==> src/rtl/dmem_bus_ctrl_if.sv <==
// Data-memory bus between dmem_bus_ctrl and the external 32-bit memory.
// A beat completes on the edge where BusReq and BusAck are both high.
interface dmem_bus_ctrl_if #(
   parameter int BUS_AW = 32
) ();
   logic              p_DMC_BusReq;
   logic              p_DMC_BusWe;
   logic [BUS_AW-1:0] p_DMC_BusAddr;
   logic [3:0]        p_DMC_BusBe;
   logic [31:0]       p_DMC_BusWData;
   logic              p_DMC_BusAck;
   logic [31:0]       p_DMC_BusRData;

   modport master (
      output p_DMC_BusReq,
      output p_DMC_BusWe,
      output p_DMC_BusAddr,
      output p_DMC_BusBe,
      output p_DMC_BusWData,
      input  p_DMC_BusAck,
      input  p_DMC_BusRData
   );

   modport slave (
      input  p_DMC_BusReq,
      input  p_DMC_BusWe,
      input  p_DMC_BusAddr,
      input  p_DMC_BusBe,
      input  p_DMC_BusWData,
      output p_DMC_BusAck,
      output p_DMC_BusRData
   );
endinterface

==> src/rtl/dmem_bus_ctrl.sv <==
// MEM-stage data-memory controller: splits doubles into two 32-bit beats,
// steers byte lanes and stalls the pipeline until the access completes.
module dmem_bus_ctrl #(
   parameter int WIDTH  = 64,
   parameter int BUS_AW = 32
) (
   input  logic             p_DMC_Clk,
   input  logic             p_DMC_Reset,
   input  logic [WIDTH-1:0] p_DMC_Address,
   input  logic [WIDTH-1:0] p_DMC_WriteDataIn,
   input  logic             p_DMC_ReadReq,
   input  logic [3:0]       p_DMC_WriteCtrl,
   input  logic [1:0]       p_DMC_ReadSize,
   output logic [WIDTH-1:0] p_DMC_ReadDataOut,
   output logic             p_DMC_Wait,
   output logic             p_DMC_AlignErr,
   dmem_bus_ctrl_if.master  bus
);
   typedef enum logic [1:0] {
      IDLE,
      BEAT0,
      BEAT1,
      DONE
   } stateE;

   stateE state;
   stateE nextState;

   logic              req;
   logic              weIn;
   logic              misIn;
   logic [1:0]        sizeIn;
   logic [BUS_AW-1:0] addrQ;
   logic [1:0]        sizeQ;
   logic              weQ;
   logic              misQ;
   logic [WIDTH-1:0]  dataQ;
   logic [31:0]       lowWord;
   logic [WIDTH-1:0]  readData;
   logic              isDbl;
   logic              hiBeat;
   logic [BUS_AW-1:0] beatAddr;
   logic [3:0]        beatBe;
   logic [31:0]       beatData;
   logic [7:0]        loadByte;
   logic [15:0]       loadHalf;
   logic [WIDTH-1:0]  loadVal;
   logic              unusedBits;

   // Write wins when both read and write are requested.
   assign weIn   = p_DMC_WriteCtrl[0];
   assign req    = p_DMC_ReadReq | weIn;
   assign sizeIn = weIn ? p_DMC_WriteCtrl[2:1] : p_DMC_ReadSize;
   assign isDbl  = (sizeQ == 2'b11);
   assign hiBeat = (state == BEAT1);

   assign p_DMC_ReadDataOut = readData;
   assign unusedBits = ^{p_DMC_Address[WIDTH-1:BUS_AW],
                         p_DMC_WriteCtrl[3]};

   always_comb begin
      misIn = 1'b0;
      unique case (sizeIn)
         2'b00: misIn = 1'b0;
         2'b01: misIn = p_DMC_Address[0];
         2'b10: misIn = |p_DMC_Address[1:0];
         2'b11: misIn = |p_DMC_Address[2:0];
      endcase
   end

   always_comb begin
      beatAddr = {addrQ[BUS_AW-1:2], 2'b00};
      beatBe   = 4'b1111;
      beatData = dataQ[31:0];
      unique case (sizeQ)
         2'b00: begin
            beatBe   = 4'b0001 << addrQ[1:0];
            beatData = {24'd0, dataQ[7:0]} << {addrQ[1:0], 3'b000};
         end
         2'b01: begin
            beatBe   = addrQ[1] ? 4'b1100 : 4'b0011;
            beatData = addrQ[1] ? {dataQ[15:0], 16'd0}
                                : {16'd0, dataQ[15:0]};
         end
         2'b10: begin
            beatBe = 4'b1111;
         end
         2'b11: begin
            beatAddr = {addrQ[BUS_AW-1:3], hiBeat, 2'b00};
            beatData = hiBeat ? dataQ[63:32] : dataQ[31:0];
         end
      endcase
   end

   assign loadByte = 8'(bus.p_DMC_BusRData >> {addrQ[1:0], 3'b000});
   assign loadHalf = addrQ[1] ? bus.p_DMC_BusRData[31:16]
                              : bus.p_DMC_BusRData[15:0];

   always_comb begin
      loadVal = '0;
      unique case (sizeQ)
         2'b00: loadVal = WIDTH'(loadByte);
         2'b01: loadVal = WIDTH'(loadHalf);
         2'b10: loadVal = WIDTH'(bus.p_DMC_BusRData);
         2'b11: loadVal = WIDTH'({bus.p_DMC_BusRData, lowWord});
      endcase
   end

   always_ff @(posedge p_DMC_Clk) begin
      if (p_DMC_Reset) begin
         state <= IDLE;
      end else begin
         state <= nextState;
      end
   end

   always_comb begin
      nextState          = state;
      p_DMC_Wait         = 1'b0;
      p_DMC_AlignErr     = 1'b0;
      bus.p_DMC_BusReq   = 1'b0;
      bus.p_DMC_BusWe    = 1'b0;
      bus.p_DMC_BusAddr  = '0;
      bus.p_DMC_BusBe    = 4'b0000;
      bus.p_DMC_BusWData = 32'd0;
      unique case (state)
         IDLE: begin
            if (req) begin
               p_DMC_Wait = 1'b1;
               nextState  = misIn ? DONE : BEAT0;
            end
         end
         BEAT0, BEAT1: begin
            p_DMC_Wait         = 1'b1;
            bus.p_DMC_BusReq   = 1'b1;
            bus.p_DMC_BusWe    = weQ;
            bus.p_DMC_BusAddr  = beatAddr;
            bus.p_DMC_BusBe    = beatBe;
            bus.p_DMC_BusWData = beatData;
            if (bus.p_DMC_BusAck) begin
               nextState = (!hiBeat && isDbl) ? BEAT1 : DONE;
            end
         end
         DONE: begin
            p_DMC_AlignErr = misQ;
            nextState      = IDLE;
         end
      endcase
      if (p_DMC_Reset) begin
         p_DMC_Wait = 1'b0;
      end
   end

   // Only latched copies are used once the access leaves IDLE.
   always_ff @(posedge p_DMC_Clk) begin
      if (p_DMC_Reset) begin
         addrQ    <= '0;
         sizeQ    <= 2'b00;
         weQ      <= 1'b0;
         misQ     <= 1'b0;
         dataQ    <= '0;
         lowWord  <= 32'd0;
         readData <= '0;
      end else begin
         if (state == IDLE && req) begin
            addrQ <= p_DMC_Address[BUS_AW-1:0];
            sizeQ <= sizeIn;
            weQ   <= weIn;
            misQ  <= misIn;
            dataQ <= p_DMC_WriteDataIn;
            if (misIn && !weIn) begin
               readData <= '0;
            end
         end
         if (bus.p_DMC_BusAck && !weQ) begin
            if (state == BEAT0 && isDbl) begin
               lowWord <= bus.p_DMC_BusRData;
            end else if (state == BEAT0 || state == BEAT1) begin
               readData <= loadVal;
            end
         end
      end
   end
endmodule

==> src/flat_wrapper.sv <==
// flat-port wrapper written by rule: the top's interface ports become plain ports
module dmem_bus_ctrl_flat 
#(
   parameter int WIDTH  = 64,
   parameter int BUS_AW = 32
)
  (p_DMC_Clk, p_DMC_Reset, p_DMC_Address, p_DMC_WriteDataIn, p_DMC_ReadReq, p_DMC_WriteCtrl, p_DMC_ReadSize, p_DMC_ReadDataOut, p_DMC_Wait, p_DMC_AlignErr, bus_p_DMC_BusReq, bus_p_DMC_BusWe, bus_p_DMC_BusAddr, bus_p_DMC_BusBe, bus_p_DMC_BusWData, bus_p_DMC_BusAck, bus_p_DMC_BusRData);
  dmem_bus_ctrl_if #(.BUS_AW(BUS_AW)) bus_i ();
  input  logic p_DMC_Clk;
  input  logic p_DMC_Reset;
  input  logic [WIDTH-1:0] p_DMC_Address;
  input  logic [WIDTH-1:0] p_DMC_WriteDataIn;
  input  logic p_DMC_ReadReq;
  input  logic [3:0] p_DMC_WriteCtrl;
  input  logic [1:0] p_DMC_ReadSize;
  output logic [WIDTH-1:0] p_DMC_ReadDataOut;
  output logic p_DMC_Wait;
  output logic p_DMC_AlignErr;
  output wire logic [$bits(bus_i.p_DMC_BusReq)-1:0] bus_p_DMC_BusReq;
  output wire logic [$bits(bus_i.p_DMC_BusWe)-1:0] bus_p_DMC_BusWe;
  output wire logic [$bits(bus_i.p_DMC_BusAddr)-1:0] bus_p_DMC_BusAddr;
  output wire logic [$bits(bus_i.p_DMC_BusBe)-1:0] bus_p_DMC_BusBe;
  output wire logic [$bits(bus_i.p_DMC_BusWData)-1:0] bus_p_DMC_BusWData;
  input wire logic [$bits(bus_i.p_DMC_BusAck)-1:0] bus_p_DMC_BusAck;
  input wire logic [$bits(bus_i.p_DMC_BusRData)-1:0] bus_p_DMC_BusRData;
  assign bus_p_DMC_BusReq = bus_i.p_DMC_BusReq;
  assign bus_p_DMC_BusWe = bus_i.p_DMC_BusWe;
  assign bus_p_DMC_BusAddr = bus_i.p_DMC_BusAddr;
  assign bus_p_DMC_BusBe = bus_i.p_DMC_BusBe;
  assign bus_p_DMC_BusWData = bus_i.p_DMC_BusWData;
  assign bus_i.p_DMC_BusAck = bus_p_DMC_BusAck;
  assign bus_i.p_DMC_BusRData = bus_p_DMC_BusRData;
  dmem_bus_ctrl #(.WIDTH(WIDTH), .BUS_AW(BUS_AW)) u_core (.p_DMC_Clk(p_DMC_Clk), .p_DMC_Reset(p_DMC_Reset), .p_DMC_Address(p_DMC_Address), .p_DMC_WriteDataIn(p_DMC_WriteDataIn), .p_DMC_ReadReq(p_DMC_ReadReq), .p_DMC_WriteCtrl(p_DMC_WriteCtrl), .p_DMC_ReadSize(p_DMC_ReadSize), .p_DMC_ReadDataOut(p_DMC_ReadDataOut), .p_DMC_Wait(p_DMC_Wait), .p_DMC_AlignErr(p_DMC_AlignErr), .bus(bus_i));
endmodule
==> config.mk <==
export PLATFORM = sky130hd
export DESIGN_NAME = dmem_bus_ctrl_flat
export DESIGN_NICKNAME = d
export VERILOG_FILES = /design/src/rtl/dmem_bus_ctrl_if.sv /design/src/rtl/dmem_bus_ctrl.sv /design/src/flat_wrapper.sv
export SDC_FILE = /design/constraint.sdc
export NUM_CORES = 1
export LEC_CHECK = 0
export CORE_MARGIN = 3
export CORE_UTILIZATION = 35
export CTS_CLUSTER_SIZE = 20
export DETAILED_ROUTE_END_ITERATION = 12
export GPL_TIMING_DRIVEN = 0
export PLACE_DENSITY = 0.73
export SYNTH_ARGS = -nofsm -noshare
export SYNTH_HDL_FRONTEND = slang
export SYNTH_SLANG_ARGS = --single-unit
==> constraint.sdc <==
create_clock -name p_DMC_Clk -period 2.7 [get_ports p_DMC_Clk]
set_input_delay 0.405 -clock p_DMC_Clk [delete_from_list [all_inputs] [get_ports p_DMC_Clk]]
set_output_delay 0.405 -clock p_DMC_Clk [all_outputs]
set_load 0.05 [all_outputs]
==> results of run 1 <==
## sequential cells by signal, summed over array words and instances (netlist names)
signal	cells
u_core.dataQ	64
u_core.misQ	1
u_core.addrQ	32
u_core.p_DMC_ReadDataOut	64
u_core.sizeQ	2
u_core.state	2
u_core.lowWord	32
u_core.weQ	1
## metrics by stage
stage / util / instances / power [mW] / setup TNS (ns) / hold slack (ns)
2_1_floorplan: - / 1046 / 6.59 / -1.22 / 0.432
3_3_place_gp: 0.491 / 1633 / 8.21 / -23.70 / 0.438
3_5_place_dp: 0.491 / 1633 / 8.26 / -25.11 / 0.442
4_1_cts: 0.520 / 1662 / 11.0 / 0 / 0.238
5_1_grt: 0.523 / 1662 / 11.6 / -0.154 / 0.284
6_report: 0.523 / 1662 / 11.0 / 0 / 0.296
## Yosys cell counts (2+ instances only)
library cell and count:
o2bb2ai_1 24, mux2i_1 36, and2_1 38, nor2_1 37, buf_1 4, ha_1 5, buf_4 2, nand2_1 293
dfxtp_1 198, a21boi_0 6, o211ai_1 8, nor2b_1 2, o22ai_1 9, nand2b_1 4, a2bb2oi_1 9, nor3_1 2
buf_2 4, a22oi_1 2, a222oi_1 25, a2111oi_0 6, a211oi_1 3, and3_1 2, buf_6 7, o21ai_0 5
clkbuf_1 75, a21oi_1 158, nand3b_1 18, nand3_1 6, inv_1 7, a22o_1 32
## logic make-up after synthesis
| kind of cell | Yosys count |
|---|---|
| fa+ha+maj | 5 |
| simple gates | 410 |
| flops | 198 |
| other cells | 1 |
| compound gates | 295 |
| mux | 37 |
| buf+inv | 99 |
## area by class of cell
type / count / area, um^2 / area share
well taps: 319 / 399 / 0.0321
multi-input cells: 749 / 4300 / 0.346
flip-flops and latches: 198 / 3970 / 0.319
inverters: 7 / 26.3 / 0.00212
clock buffers: 17 / 425 / 0.0342
plain buffers: 87 / 448 / 0.0361
clock inverters: 15 / 199 / 0.0160
repair buffers: 270 / 2660 / 0.214
## power by group
part | internal (mW) | total (mW) | switching [mW]
registers | 3.33 | 3.66 | 0.333
logic | 1.55 | 4.70 | 3.15
clock network | 1.28 | 2.65 | 1.37
total | 6.16 | 11.0 | 4.85
## routing by layer
layer,up-vias,global-route usage
met5,-,0
met2,439,0.390
met3,75,0.0677
li1,4204,-
met1,4159,0.283
met4,0,0.0760
## worst paths after layout
check	endpoint	start
max	bus_p_DMC_BusWData[8]	u_core.state[1]
min	u_core.weQ	p_DMC_WriteCtrl[0]
max reg2reg	u_core.p_DMC_ReadDataOut[57]	u_core.state[1]
min reg2reg	u_core.addrQ[26]	u_core.addrQ[26]
## what timing repair did
| action | in CTS | in global routing |
|---|---|---|
| setup buffers | 2 | 0 |
| resized for setup | 333 | 51 |
| hold endpoints to repair | 0 | 0 |
| hold buffers | 0 | 0 |
| pin swaps | 6 | 5 |
| gates cloned | 0 | 0 |
| setup endpoints to repair | 89 | 92 |
## worst min-delay path: stages
cell	delay, ns
buf_6	0.11
a22oi_1	0.09
nor2_1	0.09
==> results.cfg, run 1 <==
[critical_path]
crit_family = buffers and inverters
r2r_cells = 7
arrival_ns = 2.22
worstSetupPathType = flip-flop to output pin
required_ns = 2.30
critPathCaptureType = output pin
crit_fanout = 10
start_kind = flip-flop
path_cells = inv_1 > ha_4 > inv_1 > clkbuf_4 > buf_2 > nor2_1 > buf_4
rrSetupSlack_ns = 0.22
cp.depth = 7
cp_num_buf_inv = 5
cp_slowest_cell = dfxtp_2
critical-path-max-stage-delay_ns = 0.39
crit_top_cell = inv_1

[timing]
slew_headroom = 0.509
finalHoldViolations = 0
drv_slew = 0
setup_viol = 0
worstMarginPinSlew_ns = 0.736
setup_ws_ns = 0.0721
period_minus_slack_ns = 2.63
clock_skew_ns = 0.0108
fmax_mhz = 381
period_share = 0.973

[hold_path]
holdPathStages = 3
min_path_type = input pin to flip-flop

[placed_design]
placed_area_um2 = 11700
dp_hpwl_um = 23700
numPortBuffers = 268
gp_congestion = 0.912
pre_cts_slack_ns = -0.788

[route]
vias_per_cell = 5.34
num_vias = 8877
postRouteAntennaNets = 0
drcViolationCount = 0
wl_met1_um = 12600
wl_per_cell_um = 18.9
top_layer = met4
dr_wl_met2_um = 14800
routed_wl_um = 31400
drt-initial-drc-count = 809
drtPass1Iterations = 8
wl_met3_um = 3190

[synthesis]
synth-simple-area-share = 0.206
synth_fa_ha_area_frac = 0.00730
synth_top_family_by_area = compound AO/OA/AOI/OAI gates
synth_seq_cells = 198
synth-main-ff-cell = dfxtp_1
synth-warning-count = 0
synthCells = 1045
synth_top_cell_area_share = 0.462
synth_compound_area_frac = 0.229
ys_async_sr_fraction = 0
avgSynthCellArea_um2 = 8.21
syn_area_um2 = 8570
netlist_top_cells_area = dfxtp_1, nand2_1, a21oi_1
synth_mux_area_frac = 0.0438
yosys.area.top_type = dfxtp_1
synth_cell_types = 48
synth-xor-area-share = 0
synth_edf_count = 0
ys_seq_area_frac = 0.462

[die]
die_w_um = 163
std_cell_rows = 56
ios = 306
die_area_um2 = 26400
die_y_um = 163
core-area_um2 = 23800
initial_utilization = 0.361

[run_status]
status = finished clean

[clock_network]
cts_htree_levels = 4
root_buffer = clkbuf_16
tritoncts = built
numCtsBuffers = 17
cts.clk_slew.worst_paths_ns = 0.08
cts.sink_count = 198
clk_path_buf_depth = 2
clock_latency_ns = 0.44

[global_routing]
grt_max_degree = 23
grt_usage = 0.231
antenna_found_initial = 0
grt_pass1_wl_um = 47700
grt-ovfl-total = 0
first_global_vias = 8625

[cells_and_area]
drive_above_1_share = 0.121
num-nets-final = 1505
areaGrowthSynthToFinish_pct = 44.9
final_common_cell = nand2_1
fill_cells = 2243
diodes = 0
final_area_um2 = 12400
layout_common_cells = nand2_1, clkdlybuf4s50_1, dfxtp_1, a21oi_1, clkbuf_1

[power]
power_density_nw_per_um2 = 886
ir_drop_v = 0.000618
leakagePower_nw = 4.45

[job]
maxCapViolCount = 0
Power figures use the tool's default switching activity.
==> inputs of run 2 (changes only) <==
--- a/config.mk
+++ b/config.mk
@@ -5,6 +5,7 @@
 export SDC_FILE = /design/constraint.sdc
 export NUM_CORES = 1
 export LEC_CHECK = 0
+export CORE_ASPECT_RATIO = 1.5
 export CORE_MARGIN = 3
 export CORE_UTILIZATION = 35
 export CTS_CLUSTER_SIZE = 20
@@ -14,3 +15,4 @@
 export SYNTH_ARGS = -nofsm -noshare
 export SYNTH_HDL_FRONTEND = slang
 export SYNTH_SLANG_ARGS = --single-unit
+export TNS_END_PERCENT = 10
==> run 2 against run 1 <==
  * Count of clock-buffer cells in the layout grew 3
  * Routed wire length increased by 2.0%
  * Hold slack lost 0.013 ns
  * Utilization fell by 0.43 points
  * Global-route usage rose by 0.39 points
  * Final cell count up 0.18%
  * Critical path depth stayed put
  * Die area is 0.15% higher
  * Sequential power barely moved
  * Worst setup slack worse by 0.068 ns
  * Power up 0.54%
  * Cell area down 0.14%
  * Highest routed layer unchanged
==> results.cfg, run 2 (same netlist as run 1, synthesis figures left out) <==
[run_status]
status = finished clean

[timing]
finalHoldViolations = 0
slew_headroom = 0.389
period_share = 0.998
clock_skew_ns = 0.0106
drv_slew = 0
rsz0062_at_grt = true
period_minus_slack_ns = 2.70
setup_viol = 0
setup_ws_ns = 0.00445
fmax_mhz = 371
worstMarginPinSlew_ns = 0.893

[cells_and_area]
drive_above_1_share = 0.116
final_area_um2 = 12400
register_area_um2 = 3970
final_cells = 1665
layout_common_cells = nand2_1, clkdlybuf4s50_1, dfxtp_1, a21oi_1, clkbuf_1
final_common_cell = nand2_1
fill_cells = 2287
multi_input_area_um2 = 4270
areaGrowthSynthToFinish_pct = 44.7
num-nets-final = 1508

[job]
maxCapViolCount = 0

[global_routing]
antenna_found_initial = 1
grt_usage = 0.235
grt-ovfl-total = 0
gr-usage-met3 = 0.0493
grt_pass1_wl_um = 48400
grt_max_degree = 20
grt_busiest_layer = met2
use_met1 = 0.260
grt_use_met2 = 0.424
first_global_vias = 8751

[die]
initial_utilization = 0.359
die_area_um2 = 26500
ios = 306
die_y_um = 198
std_cell_rows = 69
core-area_um2 = 23900
die_w_um = 134

[power]
leakagePower_nw = 4.46
power_density_nw_per_um2 = 892
finalPower_mw = 11.1
ir_drop_v = 0.000507

[route]
drcViolationCount = 0
wl_per_cell_um = 19.2
vias_per_cell = 5.28
routed_wl_um = 32000
drt-initial-drc-count = 655
drtPass1Iterations = 6
num_vias = 8794
postRouteAntennaNets = 0

[critical_path]
cp_slowest_cell = dfxtp_4
start_kind = flip-flop
path_cells = inv_1 > ha_2 > and3_4 > clkbuf_4 > a222oi_1 > a21oi_1 > buf_4
crit_fanout = 10
worstSetupPathType = flip-flop to output pin
critPathCaptureType = output pin
required_ns = 2.30
critical-path-max-stage-delay_ns = 0.36
cp_num_buf_inv = 3
arrival_ns = 2.29
crit_family = buffers and inverters

[clock_network]
clock_latency_ns = 0.44
postCtsHoldBufs = 0
cts_htree_levels = 4
clk_path_buf_depth = 2
cts.sink_count = 198
root_buffer = clkbuf_16
cts.clk_slew.worst_paths_ns = 0.06
tritoncts = built
numCtsBuffers = 17

[hold_path]
min_path_type = input pin to flip-flop

[placed_design]
placed_area_um2 = 11700
numPortBuffers = 268
gp_congestion = 0.964
dp.cells = 1633
dp_hpwl_um = 24400
pre_cts_slack_ns = -0.870
run 2: changes by cell type in the layout (fill, tap and decap cells not counted), sizes merged:
cell / before / now
buf: 56 / 51
bufinv: 0 / 4
diode: 0 / 1
clkinv: 6 / 3
inv: 15 / 9
clkinvlp: 1 / 2
clkdlybuf4s15: 32 / 29
clkbuf: 86 / 100
run 2: worst paths after layout:
check                     start                           end  slack, ns  cells past startpoint
min reg2reg    u_core.addrQ[16]              u_core.addrQ[16]       0.45                      2
max             u_core.state[0]        bus_p_DMC_BusWData[31]      0.004                      7
max reg2reg     u_core.state[1]  u_core.p_DMC_ReadDataOut[29]       0.26                      8
min          p_DMC_WriteCtrl[0]                    u_core.weQ       0.28                      3
run 2: per-layer routing:
layer	wire [um]	part of all wire	up-vias
met5	0	0	-
met4	1400	0.044	0
met2	16500	0.51	382
li1	-	-	4208
met1	12100	0.38	4123
met3	2080	0.065	81
run 2: cell type report:
| cell class | instances | area share |
|---|---|---|
| antenna | 1 | 0.000202 |
| buffer | 87 | 0.0360 |
| clock buffer | 20 | 0.0368 |
| clock inverter | 11 | 0.0138 |
| inverter | 7 | 0.00212 |
| multi-input combinational | 749 | 0.344 |
| sequential | 198 | 0.320 |
| tap | 319 | 0.0322 |
| timing repair buffer | 273 | 0.215 |
run 2: stage by stage:
stage | hold WS [ns] | TNS [ns] | util
after floorplan | 0.432 | -1.22 | -
after global placement | 0.437 | -27.39 | 0.488
after detailed placement | 0.442 | -28.11 | 0.488
after CTS | 0.268 | -0.0785 | 0.518
after global routing | 0.303 | -0.389 | 0.519
final | 0.283 | 0 | 0.519
run 2: what timing repair did:
| item | CTS | global route |
|---|---|---|
| endpoints found under the setup margin | 102 | 89 |
| pin swaps | 6 | 5 |
| cloned | 0 | 0 |
| gates resized for setup | 329 | 38 |
| setup buffers | 3 | 2 |
run 2: worst reg2reg max path, cell delays in order, from the launching register on:
cell,delay (ns)
dfxtp_2,0.37
inv_1,0.09
ha_4,0.34
and3b_1,0.20
and2_1,0.13
clkbuf_1,0.29
nand3_1,0.38
clkbuf_1,0.36
o2bb2ai_1,0.21
run 2: power breakdown:
group	switching [mW]	internal (mW)	total [mW]	leakage (nW)
Clock	1.14	1.60	2.74	0.303
Combinational	3.13	1.54	4.67	2.54
Sequential	0.322	3.33	3.66	1.61
Total	4.60	6.47	11.1	4.46
